## config.mk

```make
export PLATFORM = sky130hd
export DESIGN_NAME = ex_mem_pipe_reg_flat
export DESIGN_NICKNAME = d
export VERILOG_FILES = /design/src/rtl/ex_mem_pipe_reg_if.sv /design/src/rtl/ex_mem_pipe_reg.sv /design/src/flat_wrapper.sv
export SDC_FILE = /design/constraint.sdc
export NUM_CORES = 1
export LEC_CHECK = 0
export CORE_MARGIN = 10
export CORE_UTILIZATION = 42
export CTS_BUF_LIST = sky130_fd_sc_hd__clkbuf_2
export CTS_CLUSTER_SIZE = 30
export DETAILED_ROUTE_END_ITERATION = 6
export PLACE_DENSITY = 0.81
export SLEW_MARGIN = 20
export SYNTH_ARGS = -nofsm -noshare
export SYNTH_HDL_FRONTEND = slang
export SYNTH_SLANG_ARGS = --single-unit
```

## constraint.sdc

```tcl
create_clock -name clk -period 3.1 [get_ports clk]
set_input_delay 0.31 -clock clk [delete_from_list [all_inputs] [get_ports clk]]
set_output_delay 0.31 -clock clk [all_outputs]
set_load 0.05 [all_outputs]
```

## src/rtl/ex_mem_pipe_reg_if.sv

```systemverilog
// EX/MEM pipeline register bus: EX-side inputs, stage controls and MEM-side outputs.
interface ex_mem_pipe_reg_if #(
  parameter int unsigned DATA_W     = 32,
  parameter int unsigned REG_ADDR_W = 5,
  parameter int unsigned WB_W       = 2,
  parameter int unsigned CNT_W      = 16
);
  logic                  stall;
  logic                  flush;
  logic                  EX_valid;
  logic [WB_W-1:0]       EX_wb;
  logic [2:0]            EX_m;
  logic [DATA_W-1:0]     EX_branch_target;
  logic                  EX_zero;
  logic [DATA_W-1:0]     EX_alu_result;
  logic [DATA_W-1:0]     EX_reg_data2;
  logic [REG_ADDR_W-1:0] EX_reg_dst_mux_out;

  logic                  MEM_valid;
  logic [WB_W-1:0]       MEM_wb;
  logic                  MEM_branch;
  logic                  MEM_mem_read;
  logic                  MEM_mem_write;
  logic [DATA_W-1:0]     MEM_branch_target;
  logic                  MEM_zero;
  logic [DATA_W-1:0]     MEM_alu_result;
  logic [DATA_W-1:0]     MEM_reg_data2;
  logic [REG_ADDR_W-1:0] MEM_reg_dst_mux_out;
  logic                  MEM_pc_src;
  logic [CNT_W-1:0]      bubble_count;

  modport master (
    output stall, flush, EX_valid, EX_wb, EX_m, EX_branch_target, EX_zero,
           EX_alu_result, EX_reg_data2, EX_reg_dst_mux_out,
    input  MEM_valid, MEM_wb, MEM_branch, MEM_mem_read, MEM_mem_write,
           MEM_branch_target, MEM_zero, MEM_alu_result, MEM_reg_data2,
           MEM_reg_dst_mux_out, MEM_pc_src, bubble_count
  );

  modport slave (
    input  stall, flush, EX_valid, EX_wb, EX_m, EX_branch_target, EX_zero,
           EX_alu_result, EX_reg_data2, EX_reg_dst_mux_out,
    output MEM_valid, MEM_wb, MEM_branch, MEM_mem_read, MEM_mem_write,
           MEM_branch_target, MEM_zero, MEM_alu_result, MEM_reg_data2,
           MEM_reg_dst_mux_out, MEM_pc_src, bubble_count
  );
endinterface

```

## src/rtl/ex_mem_pipe_reg.sv

```systemverilog
// Parametrised EX/MEM pipeline register: DEPTH retiming stages with valid,
// stall/flush, registered branch-taken decode and a saturating bubble counter.
module ex_mem_pipe_reg #(
  parameter int unsigned DATA_W     = 32,
  parameter int unsigned REG_ADDR_W = 5,
  parameter int unsigned WB_W       = 2,
  parameter int unsigned DEPTH      = 1,
  parameter int unsigned CNT_W      = 16
) (
  input  logic               clk,
  input  logic               startin,
  ex_mem_pipe_reg_if.slave   bus
);

  typedef struct packed {
    logic                  valid;
    logic [WB_W-1:0]       wb;
    logic                  branch;
    logic                  mem_read;
    logic                  mem_write;
    logic [DATA_W-1:0]     branch_target;
    logic                  zero;
    logic [DATA_W-1:0]     alu_result;
    logic [DATA_W-1:0]     reg_data2;
    logic [REG_ADDR_W-1:0] reg_dst;
  } stage_t;

  generate
    if (DEPTH < 1 || DEPTH > 4) begin : g_bad_depth
      $error("ex_mem_pipe_reg: DEPTH must be in 1..4");
    end
  endgenerate

  stage_t           stg [DEPTH];
  stage_t           ex_in;
  logic [CNT_W-1:0] bubbles;

  // Bubbles enter with all controls forced low so no side effect can leak.
  always_comb begin
    ex_in               = '0;
    ex_in.valid         = bus.EX_valid;
    ex_in.branch_target = bus.EX_branch_target;
    ex_in.zero          = bus.EX_zero;
    ex_in.alu_result    = bus.EX_alu_result;
    ex_in.reg_data2     = bus.EX_reg_data2;
    ex_in.reg_dst       = bus.EX_reg_dst_mux_out;
    if (bus.EX_valid) begin
      ex_in.wb        = bus.EX_wb;
      ex_in.branch    = bus.EX_m[2];
      ex_in.mem_read  = bus.EX_m[1];
      ex_in.mem_write = bus.EX_m[0];
    end
  end

  always_ff @(posedge clk) begin
    if (startin) begin
      for (int unsigned i = 0; i < DEPTH; i++) begin
        stg[i] <= '0;
      end
    end else if (bus.flush) begin
      for (int unsigned i = 0; i < DEPTH; i++) begin
        stg[i].valid     <= 1'b0;
        stg[i].wb        <= '0;
        stg[i].branch    <= 1'b0;
        stg[i].mem_read  <= 1'b0;
        stg[i].mem_write <= 1'b0;
      end
    end else if (!bus.stall) begin
      stg[0] <= ex_in;
      for (int unsigned i = 1; i < DEPTH; i++) begin
        stg[i] <= stg[i-1];
      end
    end
  end

  // Counts on flush cycles too: only stall or reset stop it.
  always_ff @(posedge clk) begin
    if (startin) begin
      bubbles <= '0;
    end else if (!bus.stall && !stg[DEPTH-1].valid && bubbles != '1) begin
      bubbles <= bubbles + 1'b1;
    end
  end

  assign bus.MEM_valid           = stg[DEPTH-1].valid;
  assign bus.MEM_wb              = stg[DEPTH-1].wb;
  assign bus.MEM_branch          = stg[DEPTH-1].branch;
  assign bus.MEM_mem_read        = stg[DEPTH-1].mem_read;
  assign bus.MEM_mem_write       = stg[DEPTH-1].mem_write;
  assign bus.MEM_branch_target   = stg[DEPTH-1].branch_target;
  assign bus.MEM_zero            = stg[DEPTH-1].zero;
  assign bus.MEM_alu_result      = stg[DEPTH-1].alu_result;
  assign bus.MEM_reg_data2       = stg[DEPTH-1].reg_data2;
  assign bus.MEM_reg_dst_mux_out = stg[DEPTH-1].reg_dst;
  assign bus.MEM_pc_src          = stg[DEPTH-1].valid & stg[DEPTH-1].branch & stg[DEPTH-1].zero;
  assign bus.bubble_count        = bubbles;

endmodule

```

## src/flat_wrapper.sv

```systemverilog
// flat-port wrapper written by rule: the top's interface ports become plain ports
module ex_mem_pipe_reg_flat 
#(
  parameter int unsigned DATA_W     = 32,
  parameter int unsigned REG_ADDR_W = 5,
  parameter int unsigned WB_W       = 2,
  parameter int unsigned DEPTH      = 1,
  parameter int unsigned CNT_W      = 16
)
  (clk, startin, bus_stall, bus_flush, bus_EX_valid, bus_EX_wb, bus_EX_m, bus_EX_branch_target, bus_EX_zero, bus_EX_alu_result, bus_EX_reg_data2, bus_EX_reg_dst_mux_out, bus_MEM_valid, bus_MEM_wb, bus_MEM_branch, bus_MEM_mem_read, bus_MEM_mem_write, bus_MEM_branch_target, bus_MEM_zero, bus_MEM_alu_result, bus_MEM_reg_data2, bus_MEM_reg_dst_mux_out, bus_MEM_pc_src, bus_bubble_count);
  ex_mem_pipe_reg_if #(.DATA_W(DATA_W), .REG_ADDR_W(REG_ADDR_W), .WB_W(WB_W), .CNT_W(CNT_W)) bus_i ();
  input  logic clk;
  input  logic startin;
  input wire logic [$bits(bus_i.stall)-1:0] bus_stall;
  input wire logic [$bits(bus_i.flush)-1:0] bus_flush;
  input wire logic [$bits(bus_i.EX_valid)-1:0] bus_EX_valid;
  input wire logic [$bits(bus_i.EX_wb)-1:0] bus_EX_wb;
  input wire logic [$bits(bus_i.EX_m)-1:0] bus_EX_m;
  input wire logic [$bits(bus_i.EX_branch_target)-1:0] bus_EX_branch_target;
  input wire logic [$bits(bus_i.EX_zero)-1:0] bus_EX_zero;
  input wire logic [$bits(bus_i.EX_alu_result)-1:0] bus_EX_alu_result;
  input wire logic [$bits(bus_i.EX_reg_data2)-1:0] bus_EX_reg_data2;
  input wire logic [$bits(bus_i.EX_reg_dst_mux_out)-1:0] bus_EX_reg_dst_mux_out;
  output wire logic [$bits(bus_i.MEM_valid)-1:0] bus_MEM_valid;
  output wire logic [$bits(bus_i.MEM_wb)-1:0] bus_MEM_wb;
  output wire logic [$bits(bus_i.MEM_branch)-1:0] bus_MEM_branch;
  output wire logic [$bits(bus_i.MEM_mem_read)-1:0] bus_MEM_mem_read;
  output wire logic [$bits(bus_i.MEM_mem_write)-1:0] bus_MEM_mem_write;
  output wire logic [$bits(bus_i.MEM_branch_target)-1:0] bus_MEM_branch_target;
  output wire logic [$bits(bus_i.MEM_zero)-1:0] bus_MEM_zero;
  output wire logic [$bits(bus_i.MEM_alu_result)-1:0] bus_MEM_alu_result;
  output wire logic [$bits(bus_i.MEM_reg_data2)-1:0] bus_MEM_reg_data2;
  output wire logic [$bits(bus_i.MEM_reg_dst_mux_out)-1:0] bus_MEM_reg_dst_mux_out;
  output wire logic [$bits(bus_i.MEM_pc_src)-1:0] bus_MEM_pc_src;
  output wire logic [$bits(bus_i.bubble_count)-1:0] bus_bubble_count;
  assign bus_i.stall = bus_stall;
  assign bus_i.flush = bus_flush;
  assign bus_i.EX_valid = bus_EX_valid;
  assign bus_i.EX_wb = bus_EX_wb;
  assign bus_i.EX_m = bus_EX_m;
  assign bus_i.EX_branch_target = bus_EX_branch_target;
  assign bus_i.EX_zero = bus_EX_zero;
  assign bus_i.EX_alu_result = bus_EX_alu_result;
  assign bus_i.EX_reg_data2 = bus_EX_reg_data2;
  assign bus_i.EX_reg_dst_mux_out = bus_EX_reg_dst_mux_out;
  assign bus_MEM_valid = bus_i.MEM_valid;
  assign bus_MEM_wb = bus_i.MEM_wb;
  assign bus_MEM_branch = bus_i.MEM_branch;
  assign bus_MEM_mem_read = bus_i.MEM_mem_read;
  assign bus_MEM_mem_write = bus_i.MEM_mem_write;
  assign bus_MEM_branch_target = bus_i.MEM_branch_target;
  assign bus_MEM_zero = bus_i.MEM_zero;
  assign bus_MEM_alu_result = bus_i.MEM_alu_result;
  assign bus_MEM_reg_data2 = bus_i.MEM_reg_data2;
  assign bus_MEM_reg_dst_mux_out = bus_i.MEM_reg_dst_mux_out;
  assign bus_MEM_pc_src = bus_i.MEM_pc_src;
  assign bus_bubble_count = bus_i.bubble_count;
  ex_mem_pipe_reg #(.DATA_W(DATA_W), .REG_ADDR_W(REG_ADDR_W), .WB_W(WB_W), .DEPTH(DEPTH), .CNT_W(CNT_W)) u_core (.clk(clk), .startin(startin), .bus(bus_i));
endmodule
```

==> run_summary.xml <==
<?xml version="1.0" encoding="UTF-8"?>
<metrics>
  <group name="power">
    <metric name="power_density" unit="mW/mm^2">481.9</metric>
    <metric name="share_seq_of_total_power" unit="%">53.4</metric>
    <metric name="clockPowerShare" unit="%">22.6</metric>
    <metric name="power_frac_comb" unit="%">24.0</metric>
    <metric name="peak_supply_drop" unit="mV">0.2614</metric>
    <metric name="p_total" unit="mW">3.663</metric>
    <metric name="power.static_leakage" unit="nW">2.724</metric>
    <metric name="internal_power" unit="mW">2.531</metric>
    <metric name="sw_frac_of_total" unit="%">30.90</metric>
    <metric name="switching_power" unit="mW">1.132</metric>
  </group>
  <group name="synth">
    <metric name="synth-compound-area-share" unit="%">3.884</metric>
    <metric name="warnings_from_yosys" unit="">0</metric>
    <metric name="syn_area" unit="mm^2">0.004865</metric>
    <metric name="post_synth.cell_area_avg" unit="um^2">13.86</metric>
    <metric name="synth.lib_cells_used.distinct" unit="">40</metric>
    <metric name="synth_top_family_by_area" unit="">simple AND/OR/NAND/NOR gates</metric>
    <metric name="synth_mux_area_share" unit="%">0.6687</metric>
    <metric name="async_flop_share" unit="%">0</metric>
    <metric name="ys_seq_area_share" unit="%">72.22</metric>
    <metric name="synthCells" unit="">351</metric>
    <metric name="synth_simple_gate_area_share" unit="%">21.63</metric>
    <metric name="synth_xor_area_share" unit="%">0</metric>
    <metric name="synth-edff-count" unit="">103</metric>
    <metric name="synthesized_flop_and_latch_total" unit="">124</metric>
    <metric name="syn-num-nets" unit="">464</metric>
    <metric name="synthAdderAreaFrac" unit="%">0.2572</metric>
    <metric name="yosys_most_used_dff" unit="">sky130_fd_sc_hd__edfxtp_1</metric>
  </group>
  <group name="clocking">
    <metric name="post_cts_buffers" unit="">0</metric>
    <metric name="cts_sinks" unit="">124</metric>
    <metric name="postCtsResizedCells" unit="">0</metric>
    <metric name="clock_latency" unit="ns">0.62</metric>
    <metric name="cts_made_buffers" unit="">17</metric>
    <metric name="cts_root_buf" unit="">sky130_fd_sc_hd__clkbuf_2</metric>
    <metric name="cts_tree" unit="">built</metric>
    <metric name="h-tree-depth" unit="">4</metric>
    <metric name="cts.reportedPaths.clkPinSlew" unit="ns">0.18</metric>
    <metric name="cts-root-to-sink-buffers" unit="">2</metric>
    <metric name="cts.hold.buffers_added" unit="">0</metric>
  </group>
  <group name="floorplan">
    <metric name="floorplan.die_area" unit="mm^2">0.01629</metric>
    <metric name="floorplan.initialDensity" unit="%">42.79</metric>
    <metric name="core.rowCount" unit="">39</metric>
    <metric name="placeableCoreArea" unit="mm^2">0.01137</metric>
    <metric name="die_width" unit="um">127.6</metric>
    <metric name="num_io_pins" unit="">237</metric>
    <metric name="dieHeight" unit="um">127.6</metric>
  </group>
  <group name="finish">
    <metric name="final_layout_size_suffix_gt1_share" unit="%">7.225</metric>
    <metric name="multi_input_comb_area" unit="mm^2">0.001294</metric>
    <metric name="final_net_count" unit="">711</metric>
    <metric name="fin_cells" unit="">753</metric>
    <metric name="n_fill_cell" unit="">860</metric>
    <metric name="relative_area_change_from_synthesis_to_final_layout" unit="%">56.25</metric>
    <metric name="fin_util" unit="%">66.85</metric>
    <metric name="layout.area.seq" unit="mm^2">0.003513</metric>
  </group>
  <group name="timing">
    <metric name="fin_crit_sh" unit="%">78.09</metric>
    <metric name="max_freq" unit="GHz">0.4131</metric>
    <metric name="setup_total_negative_slack" unit="ns">0</metric>
    <metric name="slew_viol_final" unit="">0</metric>
    <metric name="final_hold_viol_count" unit="">0</metric>
    <metric name="relSlewSlack" unit="%">48.60</metric>
    <metric name="final.setup_skew" unit="ns">0.02896</metric>
    <metric name="rsz0062_at_grt" unit="">no</metric>
    <metric name="worst-slew-pin-transition" unit="ns">0.7711</metric>
    <metric name="fin_crit" unit="ns">2.421</metric>
    <metric name="worst_path_setup_slack_after_routing" unit="ns">0.6793</metric>
    <metric name="timing.final.setup_violations" unit="">0</metric>
  </group>
  <group name="drt">
    <metric name="routed_via_density" unit="">4.846</metric>
    <metric name="detailed_route_drc_error_count" unit="">0</metric>
    <metric name="drt_wl_total" unit="um">14440</metric>
    <metric name="detailedRoute.firstIterationViolations" unit="">399</metric>
    <metric name="ant_nets" unit="">0</metric>
    <metric name="first_pass_iters" unit="">4</metric>
    <metric name="avgRoutedWirePerCell" unit="um">19.18</metric>
    <metric name="detailroute.via_count" unit="">3649</metric>
  </group>
  <group name="global_route">
    <metric name="grt_overflow" unit="">0</metric>
    <metric name="first_global_vias" unit="">3705</metric>
    <metric name="use_met2" unit="%">28.11</metric>
    <metric name="globalRouteMet1Util" unit="%">18.91</metric>
    <metric name="globalRouteMet3Util" unit="%">7.899</metric>
    <metric name="grt_max_degree" unit="">104</metric>
    <metric name="most_crowded_layer_after_global_routing" unit="">met2</metric>
    <metric name="grt_first_pass_wirelength" unit="um">21360</metric>
    <metric name="antenna_found_initial" unit="">1</metric>
    <metric name="grt_usage" unit="%">17.02</metric>
  </group>
  <group name="flow_run">
    <metric name="timing.max_cap.violations" unit="">0</metric>
  </group>
  <group name="setup_path">
    <metric name="reg2reg_from" unit="">u_core.bus.bubble_count[1]</metric>
    <metric name="path_max_fanout" unit="">6</metric>
    <metric name="arrival_time_reported_for_the_critical_path_endpoint" unit="ns">2.11</metric>
    <metric name="critical_path_required" unit="ns">2.79</metric>
    <metric name="worstRegToRegCells" unit="">5</metric>
    <metric name="crit_path_max_incr_delay" unit="ns">0.82</metric>
    <metric name="cp_capture_type" unit="">primary output</metric>
    <metric name="reg2reg_to" unit="">u_core.bus.bubble_count[0]</metric>
    <metric name="setup.worst_path.start_class" unit="">register</metric>
    <metric name="cp_top_delay_family" unit="">buffers and inverters</metric>
    <metric name="cpMaxStageDelayCell" unit="">sky130_fd_sc_hd__clkdlybuf4s50_1</metric>
    <metric name="r2r_slack" unit="ns">1.32</metric>
    <metric name="criticalPathCategory" unit="">register to primary output</metric>
    <metric name="worst-path-buf-inv" unit="">1</metric>
    <metric name="crit_chain" unit="">and3_1 -&gt; clkdlybuf4s50_1</metric>
  </group>
  <group name="placement">
    <metric name="routabilityCongestion" unit="">0.8337</metric>
    <metric name="post-dp-hpwl" unit="um">11330</metric>
    <metric name="pre_cts_ws" unit="ns">0.8145</metric>
    <metric name="number_of_buffers_inserted_by_port_buffering" unit="">236</metric>
    <metric name="number_of_cells_after_detailed_placement" unit="">722</metric>
  </group>
  <group name="worst_hold_path">
    <metric name="worstHoldPathType" unit="">input pin to register</metric>
    <metric name="whs_path_depth" unit="">2</metric>
    <metric name="timing.hold.worst.start" unit="">bus_EX_branch_target[9]</metric>
    <metric name="min_to" unit="">u_core.stg[0][79]</metric>
  </group>
  <group name="status">
    <metric name="run_status" unit="">finished, final reports clean</metric>
  </group>
</metrics>
cell usage after synthesis (all sizes together) (2+ instances only):
| cell | n | area (um^2) |
|---|---|---|
| a21oi | 15 | 75.07 |
| a311oi | 2 | 17.52 |
| a31oi | 2 | 12.51 |
| and2 | 104 | 650.6 |
| and3 | 2 | 12.51 |
| and4 | 4 | 37.54 |
| clkbuf | 14 | 52.55 |
| dfxtp | 21 | 420.4 |
| edfxtp | 103 | 3093 |
| inv | 2 | 7.510 |
| mux2 | 2 | 22.52 |
| nand2 | 13 | 51.30 |
| nand2b | 2 | 12.51 |
| nand3 | 4 | 20.02 |
| nand4 | 5 | 43.79 |
| nor2 | 17 | 66.32 |
| nor2b | 2 | 12.51 |
| nor3 | 8 | 40.04 |
| nor4 | 2 | 18.77 |
| o21ai | 3 | 15.01 |
| o31ai | 5 | 37.54 |
| or2 | 2 | 12.52 |
| or3 | 5 | 31.28 |
| or4 | 3 | 22.52 |
cell usage in the layout, fill, tap and decap left out, drive strengths merged, types with 2 or more instances in the layout:
| master | synthesis | final |
|---|---|---|
| clkinvlp | 0 | 2 |
| dfxtp | 21 | 21 |
| and3 | 2 | 2 |
| or2 | 2 | 2 |
| edfxtp | 103 | 103 |
| clkbuf | 14 | 20 |
| nand2b | 2 | 2 |
| nor4 | 2 | 2 |
| or4 | 3 | 3 |
| clkdlybuf4s50 | 0 | 236 |
| a311oi | 2 | 2 |
| inv | 2 | 2 |
| buf | 1 | 7 |
| nand2 | 13 | 13 |
| o21ai | 3 | 3 |
| a21oi | 15 | 15 |
| and2 | 104 | 104 |
| nand4 | 5 | 5 |
| or3 | 5 | 5 |
| o31ai | 5 | 5 |
| nor3 | 8 | 8 |
| a31oi | 2 | 2 |
| nor2b | 2 | 2 |
| mux2 | 2 | 2 |
| clkinv | 0 | 7 |
| and4 | 4 | 4 |
| nand3 | 4 | 4 |
| nor2 | 17 | 17 |
layout make-up:
type	instances	share of cell area, %
inverters	2	0.09877
diodes	1	0.03292
repair buffers	243	31.93
multi-input cells	210	17.02
clock inverters	10	1.021
well taps	143	2.354
flip-flops and latches	124	46.22
clock buffers	20	1.317
power by group through the flow:
stage	combinational (mW)	sequential [mW]	clock, mW
3_5_place_dp	0.887	2.00	0
6_report	0.880	1.96	0.827
5_1_grt	0.914	1.97	0.931
3_3_place_gp	0.877	1.99	0
2_1_floorplan	0.0756	2.40	0
4_1_cts	0.890	1.96	0.857
flip-flops by register name, summed over array words and instances (netlist names):
| name | cells |
|---|---|
| u_core.bus.bubble_count | 16 |
| u_core.stg | 108 |
stage by stage:
| step | hold slack [ns] | area (um^2) |
|---|---|---|
| 5_1_grt | 0.2525 | 7601 |
| 2_1_floorplan | 0.5062 | 4865 |
| 3_5_place_dp | 0.4889 | 7421 |
| 3_3_place_gp | 0.4900 | 7421 |
| 6_report | 0.3353 | 7601 |
| 4_1_cts | 0.2470 | 7599 |
worst max-delay path by stage:
stage,to,startpoint,depth (start not counted)
floorplan,u_core.stg[0][0],startin,5
global placement,u_core.stg[0][79],startin,5
detailed placement,u_core.stg[0][70],startin,5
CTS,bus_MEM_pc_src,u_core.stg[0][107],2
global route,bus_MEM_pc_src,u_core.stg[0][107],2
finish,bus_MEM_pc_src,u_core.stg[0][107],2
cell families after synthesis:
| logic type | count (synthesis) |
|---|---|
| DFF | 124 |
| muxes | 3 |
| and+or+nand+nor | 175 |
| buffers and inverters | 17 |
| adders and majority gates | 1 |
| AOI/OAI and AO/OA | 31 |
routing by layer:
layer  part of all wire (%)  routed length (um)  vias to the layer above
li1                       -                   -                     1752
met5                      0                   0                        -
met4                    1.6                 227                        0
met3                     11                1644                       11
met1                     38                5537                     1690
met2                     49                7032                      196
Note: power is estimated with default switching activity, not from simulation.
